## src/rtl/cosim_run_ctrl_if.sv

```systemverilog
// Bundle of configuration, handshake and status signals for cosim_run_ctrl.
//   master : cosim testbench side, drives config and handshake, observes status
//   slave  : cosim_run_ctrl, consumes config and handshake, drives status
// Signals:
//   cfg_timeout      max cycles without commit_valid in RUN (0 = no watchdog)
//   cfg_quit_timeout max cycles in DRAIN waiting for idle
//   commit_valid     one instruction committed this cycle
//   quit_req         cosim model requests quit
//   idle             testbench datapath idle
//   dut_reset        active-high reset to the DUT
//   init_flag        DUT init window indicator
//   cycle            cycles elapsed since reset release
//   state            INIT=0 RUN=1 DRAIN=2 PASS=3 FAIL=4
//   done/pass        run finished / finished successfully
//   fail_code        0 none, 1 watchdog, 2 idle timeout after quit, 3 quit in INIT
interface cosim_run_ctrl_if;
  logic [31:0] cfg_timeout;
  logic [31:0] cfg_quit_timeout;
  logic        commit_valid;
  logic        quit_req;
  logic        idle;
  logic        dut_reset;
  logic        init_flag;
  logic [63:0] cycle;
  logic [2:0]  state;
  logic        done;
  logic        pass;
  logic [1:0]  fail_code;

  modport master (
    output cfg_timeout, cfg_quit_timeout, commit_valid, quit_req, idle,
    input  dut_reset, init_flag, cycle, state, done, pass, fail_code
  );

  modport slave (
    input  cfg_timeout, cfg_quit_timeout, commit_valid, quit_req, idle,
    output dut_reset, init_flag, cycle, state, done, pass, fail_code
  );
endinterface

```

## src/rtl/cosim_run_ctrl.sv

```systemverilog
// Co-simulation run controller. Sequences DUT reset/init, watches commit
// progress with a watchdog, handles quit with an idle drain window and
// reports a terminal PASS/FAIL status.
// Ports:
//   clock  sole clock, rising edge
//   reset  synchronous active-low reset
//   bus    cosim_run_ctrl_if.slave (config, handshake and status)
// Parameters:
//   RESET_CYCLES  cycles dut_reset is held after reset release (1..255)
//   INIT_CYCLES   cycles init_flag is held after reset release (0..RESET_CYCLES)
module cosim_run_ctrl #(
  parameter int unsigned RESET_CYCLES = 5,
  parameter int unsigned INIT_CYCLES  = 1
) (
  input  logic              clock,
  input  logic              reset,
  cosim_run_ctrl_if.slave   bus
);

  typedef enum logic [2:0] {
    S_INIT  = 3'd0,
    S_RUN   = 3'd1,
    S_DRAIN = 3'd2,
    S_PASS  = 3'd3,
    S_FAIL  = 3'd4
  } state_t;

  localparam logic [7:0] INIT_LAST = 8'(RESET_CYCLES - 1);
  localparam logic [7:0] INIT_LEN  = 8'(INIT_CYCLES);

  state_t      state_q, state_d;
  logic [7:0]  init_cnt_q, init_cnt_d;
  logic [31:0] wd_q, wd_d;
  logic [31:0] drain_q, drain_d;
  logic [31:0] to_q, to_d;
  logic [31:0] qto_q, qto_d;
  logic [1:0]  code_q, code_d;
  logic [63:0] cycle_q;
  logic        dut_reset_q, dut_reset_d;
  logic        init_flag_q, init_flag_d;
  logic        done_q, done_d;
  logic        pass_q, pass_d;

  always_comb begin
    state_d    = state_q;
    init_cnt_d = init_cnt_q;
    wd_d       = wd_q;
    drain_d    = drain_q;
    to_d       = to_q;
    qto_d      = qto_q;
    code_d     = code_q;

    unique case (state_q)
      S_INIT: begin
        init_cnt_d = init_cnt_q + 8'd1;
        if (bus.quit_req) begin
          state_d = S_FAIL;
          code_d  = 2'd3;
        end else if (init_cnt_q == INIT_LAST) begin
          state_d = S_RUN;
          to_d    = bus.cfg_timeout;
          qto_d   = bus.cfg_quit_timeout;
          wd_d    = '0;
        end
      end

      S_RUN: begin
        // quit outranks commit, commit outranks watchdog expiry
        if (bus.quit_req) begin
          if (bus.idle) begin
            state_d = S_PASS;
          end else begin
            state_d = S_DRAIN;
            drain_d = '0;
          end
        end else if (bus.commit_valid) begin
          wd_d = '0;
        end else if ((to_q != '0) && (wd_q == to_q)) begin
          state_d = S_FAIL;
          code_d  = 2'd1;
        end else if (wd_q != '1) begin
          wd_d = wd_q + 32'd1;
        end
      end

      S_DRAIN: begin
        // idle wins over an expiring drain window; a zero window fails at once
        if (bus.idle) begin
          state_d = S_PASS;
        end else if (drain_q == qto_q) begin
          state_d = S_FAIL;
          code_d  = 2'd2;
        end else begin
          drain_d = drain_q + 32'd1;
        end
      end

      S_PASS, S_FAIL: begin
        state_d = state_q;
      end

      default: begin
        state_d = S_INIT;
      end
    endcase

    // Status flops are loaded from next-state values so every decision shows
    // up on the outputs exactly one cycle after its inputs were sampled.
    dut_reset_d = (state_d == S_INIT);
    init_flag_d = (state_d == S_INIT) && (init_cnt_d < INIT_LEN);
    done_d      = (state_d == S_PASS) || (state_d == S_FAIL);
    pass_d      = (state_d == S_PASS);
  end

  always_ff @(posedge clock) begin
    if (!reset) begin
      state_q     <= S_INIT;
      init_cnt_q  <= '0;
      wd_q        <= '0;
      drain_q     <= '0;
      to_q        <= '0;
      qto_q       <= '0;
      code_q      <= '0;
      cycle_q     <= '0;
      dut_reset_q <= 1'b1;
      init_flag_q <= (INIT_CYCLES > 0);
      done_q      <= 1'b0;
      pass_q      <= 1'b0;
    end else begin
      state_q     <= state_d;
      init_cnt_q  <= init_cnt_d;
      wd_q        <= wd_d;
      drain_q     <= drain_d;
      to_q        <= to_d;
      qto_q       <= qto_d;
      code_q      <= code_d;
      dut_reset_q <= dut_reset_d;
      init_flag_q <= init_flag_d;
      done_q      <= done_d;
      pass_q      <= pass_d;
      if (cycle_q != '1) begin
        cycle_q <= cycle_q + 64'd1;
      end
    end
  end

  assign bus.dut_reset = dut_reset_q;
  assign bus.init_flag = init_flag_q;
  assign bus.cycle     = cycle_q;
  assign bus.state     = state_q;
  assign bus.done      = done_q;
  assign bus.pass      = pass_q;
  assign bus.fail_code = code_q;

endmodule

```

## src/flat_wrapper.sv

```systemverilog
// flat-port wrapper written by rule: the top's interface ports become plain ports
module cosim_run_ctrl_flat 
#(
  parameter int unsigned RESET_CYCLES = 5,
  parameter int unsigned INIT_CYCLES  = 1
)
  (clock, reset, bus_cfg_timeout, bus_cfg_quit_timeout, bus_commit_valid, bus_quit_req, bus_idle, bus_dut_reset, bus_init_flag, bus_cycle, bus_state, bus_done, bus_pass, bus_fail_code);
  cosim_run_ctrl_if bus_i ();
  input  logic clock;
  input  logic reset;
  input wire logic [$bits(bus_i.cfg_timeout)-1:0] bus_cfg_timeout;
  input wire logic [$bits(bus_i.cfg_quit_timeout)-1:0] bus_cfg_quit_timeout;
  input wire logic [$bits(bus_i.commit_valid)-1:0] bus_commit_valid;
  input wire logic [$bits(bus_i.quit_req)-1:0] bus_quit_req;
  input wire logic [$bits(bus_i.idle)-1:0] bus_idle;
  output wire logic [$bits(bus_i.dut_reset)-1:0] bus_dut_reset;
  output wire logic [$bits(bus_i.init_flag)-1:0] bus_init_flag;
  output wire logic [$bits(bus_i.cycle)-1:0] bus_cycle;
  output wire logic [$bits(bus_i.state)-1:0] bus_state;
  output wire logic [$bits(bus_i.done)-1:0] bus_done;
  output wire logic [$bits(bus_i.pass)-1:0] bus_pass;
  output wire logic [$bits(bus_i.fail_code)-1:0] bus_fail_code;
  assign bus_i.cfg_timeout = bus_cfg_timeout;
  assign bus_i.cfg_quit_timeout = bus_cfg_quit_timeout;
  assign bus_i.commit_valid = bus_commit_valid;
  assign bus_i.quit_req = bus_quit_req;
  assign bus_i.idle = bus_idle;
  assign bus_dut_reset = bus_i.dut_reset;
  assign bus_init_flag = bus_i.init_flag;
  assign bus_cycle = bus_i.cycle;
  assign bus_state = bus_i.state;
  assign bus_done = bus_i.done;
  assign bus_pass = bus_i.pass;
  assign bus_fail_code = bus_i.fail_code;
  cosim_run_ctrl #(.RESET_CYCLES(RESET_CYCLES), .INIT_CYCLES(INIT_CYCLES)) u_core (.clock(clock), .reset(reset), .bus(bus_i));
endmodule
```

## config.mk

```make
export PLATFORM = sky130hd
export DESIGN_NAME = cosim_run_ctrl_flat
export DESIGN_NICKNAME = d
export VERILOG_FILES = /design/src/rtl/cosim_run_ctrl_if.sv /design/src/rtl/cosim_run_ctrl.sv /design/src/flat_wrapper.sv
export SDC_FILE = /design/constraint.sdc
export NUM_CORES = 1
export LEC_CHECK = 0
export BUFFER_PORTS_ARGS = -buffer_cell sky130_fd_sc_hd__clkbuf_2
export CAP_MARGIN = 20
export CORE_UTILIZATION = 53
export DETAILED_ROUTE_END_ITERATION = 10
export PLACE_DENSITY_LB_ADDON = 0.1
export SYNTH_ARGS = -nofsm -noshare
export SYNTH_HDL_FRONTEND = slang
export SYNTH_SLANG_ARGS = --single-unit
```

## constraint.sdc

```tcl
create_clock -name clock -period 2.8 [get_ports clock]
set_input_delay 0.14 -clock clock [delete_from_list [all_inputs] [get_ports clock]]
set_output_delay 0.14 -clock clock [all_outputs]
set_load 0.02 [all_outputs]
```

==> run_summary.xml, run 1 <==
<?xml version="1.0" encoding="UTF-8"?>
<metrics>
  <group name="clock_tree">
    <metric name="clock_insertion_delay_worst_skew" unit="ns">0.52</metric>
    <metric name="cts_repair_resize_count" unit="">0</metric>
    <metric name="cts_tree" unit="">built</metric>
    <metric name="clock_path_buffers" unit="">3</metric>
    <metric name="numClockSinks" unit="">209</metric>
    <metric name="clk_root_buffer_cell" unit="">clkbuf_16</metric>
    <metric name="ctsHoldBuffers" unit="">65</metric>
    <metric name="htree_num_levels" unit="">1</metric>
    <metric name="clk_pin_slew_worst_paths" unit="ns">0.06</metric>
    <metric name="cts-buffers-inserted" unit="">24</metric>
    <metric name="postCtsSetupRepairBufs" unit="">0</metric>
  </group>
  <group name="setup_path">
    <metric name="timing.reg2reg.worst_path_depth" unit="">7</metric>
    <metric name="regToRegStartpoint" unit="">u_core.wd_q[14]$_SDFFE_PN0P_</metric>
    <metric name="reg2reg_to" unit="">u_core.wd_q[17]$_SDFFE_PN0P_</metric>
    <metric name="crit_required" unit="ns">3.25</metric>
    <metric name="worstPathArrival" unit="ns">3.06</metric>
    <metric name="worstPathMaxFanout" unit="">40</metric>
    <metric name="critPathKind" unit="">reg -&gt; reg</metric>
    <metric name="crit_path_end_kind" unit="">register</metric>
    <metric name="launching_element_type_of_the_critical_path" unit="">register</metric>
    <metric name="setup.worst_path.start" unit="">u_core.wd_q[14]$_SDFFE_PN0P_</metric>
    <metric name="reg2reg_setup_slack" unit="ns">0.18</metric>
  </group>
  <group name="detailed_routing">
    <metric name="num_vias" unit="">9690</metric>
    <metric name="vias_per_cell" unit="">5.670</metric>
    <metric name="detail_route.wl_per_cell" unit="µm">16.16</metric>
    <metric name="drt_pass1_iterations" unit="">6</metric>
    <metric name="drt_wl_total" unit="mm">27.62</metric>
    <metric name="drt_drc_violations_left" unit="">0</metric>
    <metric name="detailedRoute.firstIterationViolations" unit="">563</metric>
    <metric name="antenna_left" unit="">0</metric>
  </group>
  <group name="timing">
    <metric name="hold_violations" unit="">0</metric>
    <metric name="period_minus_slack" unit="ns">2.617</metric>
    <metric name="headroom_to_the_max_slew_limit" unit="%">59.33</metric>
    <metric name="maxSlewViolCount" unit="">0</metric>
    <metric name="post-route-period-util" unit="%">93.48</metric>
    <metric name="grt_setup_unrepaired" unit="">false</metric>
    <metric name="tightestPinTransition" unit="ns">0.6054</metric>
    <metric name="setup_viol" unit="">0</metric>
    <metric name="max_freq" unit="MHz">382.1</metric>
    <metric name="finalSetupTns" unit="ns">0</metric>
    <metric name="final.setup_skew" unit="ns">0.007113</metric>
  </group>
  <group name="global_route">
    <metric name="maximum_number_of_pins_on_one_net_before_global_route_repair" unit="">95</metric>
    <metric name="grt_antenna_before_repair" unit="">0</metric>
    <metric name="grt_util_all_layers" unit="%">27.82</metric>
    <metric name="grt_first_pass_wirelength" unit="mm">44.45</metric>
    <metric name="global_route_total_overflow" unit="">0</metric>
    <metric name="grt_pass1_vias" unit="">8907</metric>
  </group>
  <group name="final_layout">
    <metric name="fin_nets" unit="">1531</metric>
    <metric name="multiInputGateArea" unit="mm²">0.005598</metric>
    <metric name="register_area" unit="mm²">0.004184</metric>
    <metric name="diodes" unit="">0</metric>
    <metric name="filler_cell_count" unit="">1582</metric>
    <metric name="syn2layout_area_growth" unit="%">25.44</metric>
    <metric name="mostFrequentLayoutCell" unit="">dfxtp_1</metric>
    <metric name="fraction_of_final_layout_cells_sized_beyond_drive_strength_1" unit="%">16.68</metric>
    <metric name="most-common-layout-cells" unit="">dfxtp_1 (209), nand2_1 (204), clkbuf_2 (141)</metric>
  </group>
  <group name="synth">
    <metric name="synth_enable_flop_cells" unit="">0</metric>
    <metric name="synth_fp_nets" unit="">1315</metric>
    <metric name="ys_seq_area_share" unit="%">41.49</metric>
    <metric name="post_synth_num_cell_types" unit="">63</metric>
    <metric name="post_synth_instance_area" unit="mm²">0.01008</metric>
    <metric name="yosys_warnings" unit="">0</metric>
    <metric name="syn-instance-count" unit="">1241</metric>
    <metric name="yosys_register_bits" unit="">209</metric>
    <metric name="main_synth_ff_type" unit="">dfxtp_1</metric>
    <metric name="synthesis.area_per_instance" unit="µm²">8.125</metric>
    <metric name="share_of_flip_flops_with_an_asynchronous_set_or_reset" unit="%">0</metric>
  </group>
  <group name="die">
    <metric name="core_area" unit="mm²">0.01871</metric>
    <metric name="starting_density" unit="%">53.91</metric>
    <metric name="die-width" unit="µm">139.9</metric>
    <metric name="design.portCount" unit="">142</metric>
    <metric name="die_h" unit="µm">139.9</metric>
    <metric name="rows" unit="">50</metric>
    <metric name="die_area" unit="mm²">0.01958</metric>
  </group>
  <group name="power_and_ir_drop">
    <metric name="finalPower" unit="mW">6.555</metric>
    <metric name="p_per_area" unit="mW/mm²">518.3</metric>
    <metric name="power.static_leakage" unit="nW">4.966</metric>
    <metric name="max-vdd-ir-drop" unit="µV">411.1</metric>
  </group>
  <group name="min_path">
    <metric name="hold_start" unit="">bus_idle</metric>
    <metric name="number_of_instances_on_the_worst_hold_path" unit="">3</metric>
    <metric name="whs_endpoint" unit="">u_core.drain_q[0]$_SDFFE_PN0P_</metric>
    <metric name="worst_hold_path_type" unit="">in -&gt; reg</metric>
  </group>
  <group name="place">
    <metric name="post-dp-hpwl" unit="mm">18.71</metric>
    <metric name="io_buffers" unit="">141</metric>
    <metric name="place.gp.congestion" unit="">0.8575</metric>
  </group>
  <group name="flow_run">
    <metric name="timing.max_cap.violations" unit="">0</metric>
  </group>
  <group name="status">
    <metric name="status" unit="">completed</metric>
  </group>
</metrics>
[state kept, by name (all words and copies together) (netlist names)]
| register | cells |
|---|---|
| u_core.bus.cycle | 64 |
| u_core.bus.state | 3 |
| u_core.bus.fail_code | 2 |
| u_core.wd_q | 32 |
| u_core.qto_q | 32 |
| u_core.bus.dut_reset | 1 |
| u_core.bus.pass | 1 |
| u_core.to_q | 32 |
| u_core.bus.done | 1 |
| u_core.bus.init_flag | 1 |
| u_core.init_cnt_q | 8 |
| u_core.drain_q | 32 |
[report_power, final]
part           switching [mW]  internal [mW]
sequential             0.0269           3.00
combinational           0.199          0.171
clock                    1.26           1.90
total                    1.49           5.07
[worst max path at each step]
stage	endpoint	slack (ns)
final	u_core.wd_q[17]$_SDFFE_PN0P_	0.18
after global routing	u_core.wd_q[15]$_SDFFE_PN0P_	0.03
after CTS	u_core.wd_q[17]$_SDFFE_PN0P_	0.21
after detailed placement	u_core.wd_q[29]$_SDFFE_PN0P_	0.26
after global placement	u_core.wd_q[29]$_SDFFE_PN0P_	0.30
after floorplan	u_core.wd_q[28]$_SDFFE_PN0P_	0.39
[final cells by class]
cell class / instances / share of cell area, %
clock buffers: 32 / 5.391
clock inverters: 12 / 0.9299
inverters: 20 / 0.6133
multi-input cells: 954 / 44.26
flip-flops and latches: 209 / 33.08
well taps: 234 / 2.315
repair buffers: 248 / 13.41
[through the flow]
stage               hold WS [ns]  setup slack (ns)  utilization [%]  instance area [µm²]  instances
finish                   0.02418            0.1827            67.62                12650       1709
global route             0.03295           0.02648            67.62                12650       1709
CTS                     0.002828            0.2131            67.58                12640       1708
detailed placement        0.3695            0.2553            59.83                11190       1599
global placement          0.3649            0.2957            59.83                11190       1599
floorplan                 0.2760            0.3892                -                10080       1241
[worst max-delay path, cell delays in order, from the launching register on]
cell and delay, ns:
dfxtp_1 0.45, and4_4 0.31, nand4_4 0.14, or4_4 0.59, o31ai_4 0.30, or2_4 0.44
o21ai_0 0.17, a21oi_1 0.14
[routing by layer]
| layer | GRT usage [%] | up-vias | wire (µm) |
|---|---|---|---|
| met2 | 46.50 | 266 | 12710 |
| met1 | 36.70 | 4557 | 12590 |
| met4 | 8.444 | 0 | 636 |
| met3 | 4.752 | 48 | 1690 |
| met5 | 0 | - | 0 |
| li1 | - | 4819 | - |
[synthesized netlist by cell type, drive strengths merged (25+ instances only)]
master	n	area share, %
dfxtp	209	41
nor4	28	1.9
nand2	204	7.6
clkbuf	43	1.6
nand3	56	2.8
or3	25	1.6
xnor2	74	6.4
a21oi	122	6.1
o21ai	31	1.5
xor2	62	5.4
nand4	51	3.3
nor2	105	3.9
nor3	26	1.3
and3	26	1.6
[cells by family (layout without fill, tap and decap cells)]
family          Yosys count  count (layout)  synth area share [%]
fa+ha+maj                 5               5                0.6204
buf+inv                  78             312                 3.152
compound gates          213             213                 12.71
simple gates            595             595                 29.72
mux                       5               5                0.4964
flops                   209             209                 41.49
xor+xnor                136             136                 11.81
Note: power is estimated with default switching activity, not from simulation.
==> run 2, diff against run 1 <==
==> constraint.sdc (replaced) <==
create_clock -name clock -period 2.56 [get_ports clock]
set_input_delay 0.128 -clock clock [delete_from_list [all_inputs] [get_ports clock]]
set_output_delay 0.128 -clock clock [all_outputs]
set_load 0.02 [all_outputs]
==> run 2 against run 1 <==
- fmax grew 11%
- first-iteration DRC count grew 13%
- critical endpoint is now u_core.wd_q[28]$_SDFFE_PN0P_
- register-to-register slack gained 0.02 ns
- die area is the same
==> run_summary.xml, run 2 (synthesized netlist as in run 1, its figures left out) <==
<?xml version="1.0" encoding="UTF-8"?>
<metrics>
  <group name="status">
    <metric name="status" unit="">completed</metric>
  </group>
  <group name="power_and_ir_drop">
    <metric name="p_per_area" unit="mW/mm²">562.3</metric>
    <metric name="share_comb_of_total_power" unit="%">5.7</metric>
    <metric name="share_seq_of_total_power" unit="%">45.8</metric>
    <metric name="p_int" unit="mW">5.640</metric>
    <metric name="net-switching-power" unit="mW">1.577</metric>
    <metric name="power.static_leakage" unit="nW">5.061</metric>
    <metric name="finalPower" unit="mW">7.217</metric>
    <metric name="power_switching_share" unit="%">21.85</metric>
    <metric name="power_frac_clock" unit="%">48.4</metric>
    <metric name="max-vdd-ir-drop" unit="µV">439.7</metric>
  </group>
  <group name="place">
    <metric name="place.gp.congestion" unit="">0.9523</metric>
    <metric name="place_ws" unit="ns">0.1270</metric>
    <metric name="dpl-instance-area" unit="mm²">0.01136</metric>
    <metric name="io_buffers" unit="">141</metric>
    <metric name="post-dp-hpwl" unit="mm">18.93</metric>
  </group>
  <group name="clock_tree">
    <metric name="clock_path_buffers" unit="">3</metric>
    <metric name="clk_root_buffer_cell" unit="">clkbuf_16</metric>
    <metric name="clock_insertion_delay_worst_skew" unit="ns">0.50</metric>
    <metric name="htree_num_levels" unit="">1</metric>
    <metric name="numClockSinks" unit="">209</metric>
    <metric name="clk_pin_slew_worst_paths" unit="ns">0.06</metric>
    <metric name="cts-buffers-inserted" unit="">23</metric>
    <metric name="cts_tree" unit="">built</metric>
  </group>
  <group name="setup_path">
    <metric name="worstPathArrival" unit="ns">2.76</metric>
    <metric name="launching_element_type_of_the_critical_path" unit="">register</metric>
    <metric name="crit_required" unit="ns">2.96</metric>
    <metric name="crit_path_end_kind" unit="">register</metric>
    <metric name="critPathKind" unit="">reg -&gt; reg</metric>
    <metric name="reg2reg_setup_slack" unit="ns">0.20</metric>
    <metric name="worstPathMaxFanout" unit="">7</metric>
  </group>
  <group name="final_layout">
    <metric name="fraction_of_final_layout_cells_sized_beyond_drive_strength_1" unit="%">17.82</metric>
    <metric name="most-common-layout-cells" unit="">dfxtp_1 (208), nand2_1 (204), clkbuf_2 (141)</metric>
    <metric name="fin_area" unit="mm²">0.01283</metric>
    <metric name="mostFrequentLayoutCell" unit="">dfxtp_1</metric>
    <metric name="syn2layout_area_growth" unit="%">27.27</metric>
    <metric name="fin_nets" unit="">1552</metric>
    <metric name="largest_register_ff_count" unit="">64</metric>
    <metric name="filler_cell_count" unit="">1547</metric>
  </group>
  <group name="flow_run">
    <metric name="timing.max_cap.violations" unit="">0</metric>
  </group>
  <group name="detailed_routing">
    <metric name="detail_route.wl_per_cell" unit="µm">16.22</metric>
    <metric name="detailedRoute.firstIterationViolations" unit="">639</metric>
    <metric name="drt_drc_violations_left" unit="">0</metric>
    <metric name="vias_per_cell" unit="">5.698</metric>
    <metric name="drt_wl_total" unit="mm">28.02</metric>
    <metric name="drt_pass1_iterations" unit="">5</metric>
    <metric name="antenna_left" unit="">0</metric>
    <metric name="num_vias" unit="">9847</metric>
  </group>
  <group name="global_route">
    <metric name="grt_util_all_layers" unit="%">28.33</metric>
    <metric name="grt_first_pass_wirelength" unit="mm">45.56</metric>
    <metric name="maximum_number_of_pins_on_one_net_before_global_route_repair" unit="">74</metric>
    <metric name="grt_antenna_before_repair" unit="">1</metric>
    <metric name="grt_pass1_vias" unit="">9110</metric>
    <metric name="global_route_total_overflow" unit="">0</metric>
  </group>
  <group name="timing">
    <metric name="grt_setup_unrepaired" unit="">false</metric>
    <metric name="post-route-period-util" unit="%">92.26</metric>
    <metric name="tightestPinTransition" unit="ns">0.7014</metric>
    <metric name="maxSlewViolCount" unit="">0</metric>
    <metric name="max_freq" unit="MHz">423.4</metric>
    <metric name="finalSetupTns" unit="ns">0</metric>
    <metric name="fin_ws" unit="ns">0.1983</metric>
    <metric name="hold_violations" unit="">0</metric>
    <metric name="setup_viol" unit="">0</metric>
    <metric name="period_minus_slack" unit="ns">2.362</metric>
    <metric name="final.setup_skew" unit="ns">0.008408</metric>
    <metric name="headroom_to_the_max_slew_limit" unit="%">53.09</metric>
    <metric name="whs" unit="ns">0.03699</metric>
  </group>
  <group name="die">
    <metric name="rows" unit="">50</metric>
    <metric name="starting_density" unit="%">53.91</metric>
    <metric name="die-width" unit="µm">139.9</metric>
    <metric name="design.portCount" unit="">142</metric>
    <metric name="core_area" unit="mm²">0.01871</metric>
    <metric name="die_area" unit="mm²">0.01958</metric>
    <metric name="die_h" unit="µm">139.9</metric>
  </group>
  <group name="min_path">
    <metric name="worst_hold_path_type" unit="">in -&gt; reg</metric>
  </group>
</metrics>
## run 2: changes by cell type in the layout (fill, tap and decap cells not counted), sizes merged
| cell | delta |
|---|---|
| clkbuf | -1 |
| clkinvlp | +1 |
| buf | +21 |
| clkinv | -6 |
| bufinv | +2 |
| diode | +1 |
| or2 | +1 |
## run 2: area by class of cell
cell class | count | area (µm²) | area share [%]
clock buffer | 31 | 645.6 | 5.031
tap | 234 | 292.8 | 2.281
clock inverter | 9 | 155.1 | 1.209
antenna | 1 | 2.502 | 0.01950
multi-input combinational | 955 | 5620 | 43.79
inverter | 20 | 77.57 | 0.6045
timing repair buffer | 269 | 1854 | 14.45
sequential | 209 | 4185 | 32.61
## run 2: worst max-delay path, cell delays in order (launching register included)
cell      delay, ns
dfxtp_1        0.39
and4_4         0.28
nand4_4        0.14
or4_4          0.60
o31ai_4        0.25
nor4bb_1       0.09
buf_4          0.18
and3_1         0.17
o21a_1         0.16
## run 2: power by group through the flow
stage          Clock (mW)  Combinational, mW  Sequential [mW]
2_1_floorplan           0              0.169             3.39
3_3_place_gp            0              0.323             3.38
3_5_place_dp            0              0.326             3.38
4_1_cts              3.55              0.406             3.31
5_1_grt              3.69              0.454             3.31
6_report             3.50              0.415             3.31
## run 2: path summary, 6_finish.rpt
kind | cells after the start | end | start
setup / recovery | 8 | u_core.wd_q[28]$_SDFFE_PN0P_ | u_core.wd_q[16]$_SDFFE_PN0P_
setup reg to reg | 8 | u_core.wd_q[28]$_SDFFE_PN0P_ | u_core.wd_q[16]$_SDFFE_PN0P_
hold / removal | 3 | u_core.bus.fail_code[1]$_SDFFE_PN0P_ | bus_commit_valid
hold reg to reg | 2 | u_core.qto_q[18]$_SDFFE_PN0P_ | u_core.qto_q[18]$_SDFFE_PN0P_
## run 2: repair_timing
item                       4_1_cts  5_1_grt
hold buffers                    65        0
setup endpoints to repair        0       29
buffers inserted                 0        0
hold endpoints to repair        65        0
resized for setup                0        4
## run 2: per-layer routing
metal | global-route usage [%] | part of all wire, %
met5 | 0 | 0
met4 | 8.907 | 2.7
met3 | 5.607 | 7.0
met2 | 45.71 | 45
met1 | 38.15 | 45
## run 2: per-stage QoR
step,cells,utilization [%]
6_report,1728,68.61
5_1_grt,1728,68.61
4_1_cts,1726,68.47
3_5_place_dp,1621,60.71
3_3_place_gp,1621,60.71
2_1_floorplan,1241,-
==> run 3, diff against run 2 <==
--- a/config.mk
+++ b/config.mk
@@ -10,6 +10,7 @@
 export CORE_UTILIZATION = 53
 export DETAILED_ROUTE_END_ITERATION = 10
 export PLACE_DENSITY_LB_ADDON = 0.1
+export REMOVE_ABC_BUFFERS = 1
 export SYNTH_ARGS = -nofsm -noshare
 export SYNTH_HDL_FRONTEND = slang
 export SYNTH_SLANG_ARGS = --single-unit
==> run 3 against run 2 <==
- global-route usage decreased by 0.69 points
- final area rose by 1.9%
- hold slack better by 0.00086 ns
- core utilization increased by 1.3 points
- register-to-register slack lost 0.14 ns
- worst setup slack got worse by 0.14 ns
- first-iteration DRC count decreased by 8.8%
- clock skew up 0.0063 ns
- clock-buffer cell count shrank 1
- combinational power hardly changed
- non-clock buffer count grew 20
==> run_summary.xml, run 3 (synthesized netlist as in run 1, its figures left out) <==
<?xml version="1.0" encoding="UTF-8"?>
<metrics>
  <group name="final_layout">
    <metric name="largest_register_ff_count" unit="">64</metric>
    <metric name="fin_nets" unit="">1573</metric>
    <metric name="mostFrequentLayoutCell" unit="">dfxtp_1</metric>
    <metric name="most-common-layout-cells" unit="">dfxtp_1 (207), nand2_1 (204), clkbuf_2 (141)</metric>
    <metric name="diodes" unit="">0</metric>
    <metric name="syn2layout_area_growth" unit="%">29.74</metric>
    <metric name="fraction_of_final_layout_cells_sized_beyond_drive_strength_1" unit="%">19.71</metric>
    <metric name="layout.cells.non_filler" unit="">1751</metric>
    <metric name="finish.utilization" unit="%">69.94</metric>
  </group>
  <group name="die">
    <metric name="starting_density" unit="%">53.91</metric>
    <metric name="rows" unit="">50</metric>
    <metric name="core_area" unit="mm²">0.01871</metric>
    <metric name="die_area" unit="mm²">0.01958</metric>
    <metric name="die-width" unit="µm">139.9</metric>
    <metric name="die_h" unit="µm">139.9</metric>
    <metric name="design.portCount" unit="">142</metric>
  </group>
  <group name="detailed_routing">
    <metric name="num_vias" unit="">9810</metric>
    <metric name="detailedRoute.firstIterationViolations" unit="">583</metric>
    <metric name="detail_route.wl_per_cell" unit="µm">15.76</metric>
    <metric name="drt_drc_violations_left" unit="">0</metric>
    <metric name="vias_per_cell" unit="">5.603</metric>
    <metric name="antenna_left" unit="">0</metric>
    <metric name="drt_wl_total" unit="mm">27.60</metric>
    <metric name="drt_pass1_iterations" unit="">5</metric>
  </group>
  <group name="setup_path">
    <metric name="worstPathArrival" unit="ns">2.94</metric>
    <metric name="worstPathMaxFanout" unit="">7</metric>
    <metric name="crit_buf_inv" unit="">1</metric>
    <metric name="crit_required" unit="ns">3.00</metric>
    <metric name="crit_path_end_kind" unit="">register</metric>
    <metric name="setup.worst_path.start" unit="">u_core.to_q[17]$_SDFFE_PN0P_</metric>
    <metric name="regToRegStartpoint" unit="">u_core.to_q[17]$_SDFFE_PN0P_</metric>
    <metric name="cell_family_with_the_largest_share_of_critical_path_delay" unit="">simple AND/OR/NAND/NOR gates</metric>
    <metric name="critical_path.cell_chain" unit="">nor4_1 &gt; nand4_1 &gt; nor2_1 &gt; nor4_4 &gt; or2_4 &gt; buf_4 &gt; or4_1 &gt; a21oi_1</metric>
    <metric name="critPathKind" unit="">reg -&gt; reg</metric>
    <metric name="crit_slowest_cell" unit="">nor4_1</metric>
    <metric name="critical_path.max_stage_delay" unit="ns">0.46</metric>
    <metric name="launching_element_type_of_the_critical_path" unit="">register</metric>
  </group>
  <group name="timing">
    <metric name="fin_ws" unit="ns">0.06095</metric>
    <metric name="maxSlewViolCount" unit="">0</metric>
    <metric name="setup_viol" unit="">0</metric>
    <metric name="whs" unit="ns">0.03784</metric>
    <metric name="final.setup_skew" unit="ns">0.01472</metric>
    <metric name="grt_setup_unrepaired" unit="">false</metric>
    <metric name="period_minus_slack" unit="ns">2.499</metric>
    <metric name="post-route-period-util" unit="%">97.62</metric>
    <metric name="max_freq" unit="MHz">400.2</metric>
    <metric name="tightestPinTransition" unit="ns">0.6195</metric>
    <metric name="hold_violations" unit="">0</metric>
    <metric name="headroom_to_the_max_slew_limit" unit="%">58.38</metric>
  </group>
  <group name="power_and_ir_drop">
    <metric name="max-vdd-ir-drop" unit="µV">514.0</metric>
    <metric name="power.static_leakage" unit="nW">5.205</metric>
    <metric name="p_per_area" unit="mW/mm²">564.9</metric>
    <metric name="finalPower" unit="mW">7.390</metric>
  </group>
  <group name="place">
    <metric name="place_ws" unit="ns">0.07800</metric>
    <metric name="place.gp.congestion" unit="">0.8840</metric>
    <metric name="placed_cells_incl_taps" unit="">1637</metric>
    <metric name="post-dp-hpwl" unit="mm">18.77</metric>
    <metric name="io_buffers" unit="">141</metric>
  </group>
  <group name="clock_tree">
    <metric name="clk_root_buffer_cell" unit="">clkbuf_16</metric>
    <metric name="clk_pin_slew_worst_paths" unit="ns">0.06</metric>
    <metric name="clock_insertion_delay_worst_skew" unit="ns">0.52</metric>
    <metric name="clock_path_buffers" unit="">3</metric>
    <metric name="numClockSinks" unit="">209</metric>
    <metric name="cts-buffers-inserted" unit="">24</metric>
    <metric name="cts_tree" unit="">built</metric>
    <metric name="htree_num_levels" unit="">1</metric>
  </group>
  <group name="min_path">
    <metric name="hold_start" unit="">bus_idle</metric>
    <metric name="worst_hold_path_type" unit="">in -&gt; reg</metric>
  </group>
  <group name="global_route">
    <metric name="globalRoute.busiestLayer" unit="">met2</metric>
    <metric name="grt_first_pass_wirelength" unit="mm">44.49</metric>
    <metric name="grtUsageMet2" unit="%">45.87</metric>
    <metric name="grtUsageMet1" unit="%">37.59</metric>
    <metric name="maximum_number_of_pins_on_one_net_before_global_route_repair" unit="">122</metric>
    <metric name="global_route_total_overflow" unit="">0</metric>
    <metric name="grt_use_met3" unit="%">3.282</metric>
    <metric name="grt_pass1_vias" unit="">8957</metric>
    <metric name="grt_util_all_layers" unit="%">27.64</metric>
    <metric name="grt_antenna_before_repair" unit="">0</metric>
  </group>
  <group name="flow_run">
    <metric name="timing.max_cap.violations" unit="">0</metric>
  </group>
  <group name="status">
    <metric name="status" unit="">completed</metric>
  </group>
</metrics>
-- run 3: changes by cell type in the layout (fill, tap and decap cells not counted), moves of 2 or more --
cell      change
clkinv_2      +3
a211oi_2      +2
nor4_1        -2
clkbuf_1      -3
buf_4        +19
-- run 3: area by class of cell --
cell class	instances	area, µm²
Multi-Input combinational cell	955	5642
Fill cell	1511	5623
Sequential cell	209	4187
Timing Repair Buffer	289	2017
Clock buffer	30	673.1
Tap cell	234	292.8
Clock inverter	14	193.9
Inverter	20	77.57
-- run 3: final timing paths --
path,to,slack [ns],cells after the start
max reg2reg,u_core.wd_q[8]$_SDFFE_PN0P_,0.06,8
min reg2reg,u_core.qto_q[8]$_SDFFE_PN0P_,0.47,2
max,u_core.wd_q[8]$_SDFFE_PN0P_,0.06,8
min,u_core.drain_q[0]$_SDFFE_PN0P_,0.04,3
-- run 3: metal layers --
layer	vias up	share of wire (%)	routed length (µm)
met1	4581	45	12510
met5	-	0	0
li1	4896	-	-
met4	0	2.3	626
met3	48	5.4	1493
met2	285	47	12960
-- run 3: where the power goes --
part / switching [mW] / total, mW / leakage, nW / internal [mW]
combinational: 0.225 / 0.416 / 3.09 / 0.191
sequential: 0.0259 / 3.31 / 1.69 / 3.28
clock: 1.39 / 3.67 / 0.424 / 2.28
-- run 3: tightest hold or removal path, cell delays in order --
cell	delay, ns
clkbuf_2	0.17
or3_1	0.14
a21oi_1	0.06
-- run 3: timing repair --
action,CTS,global route
resized for setup,0,9
endpoints found under the hold margin,65,0
hold buffers,65,0
setup buffers,0,3
endpoints found under the setup margin,0,32
-- run 3: metrics by stage --
stage                     setup TNS (ns)  area [µm²]
final                                  0       13080
after global routing                   0       13080
after CTS                              0       13010
after detailed placement               0       11490
after global placement                 0       11490
after floorplan                  -188.57        9841
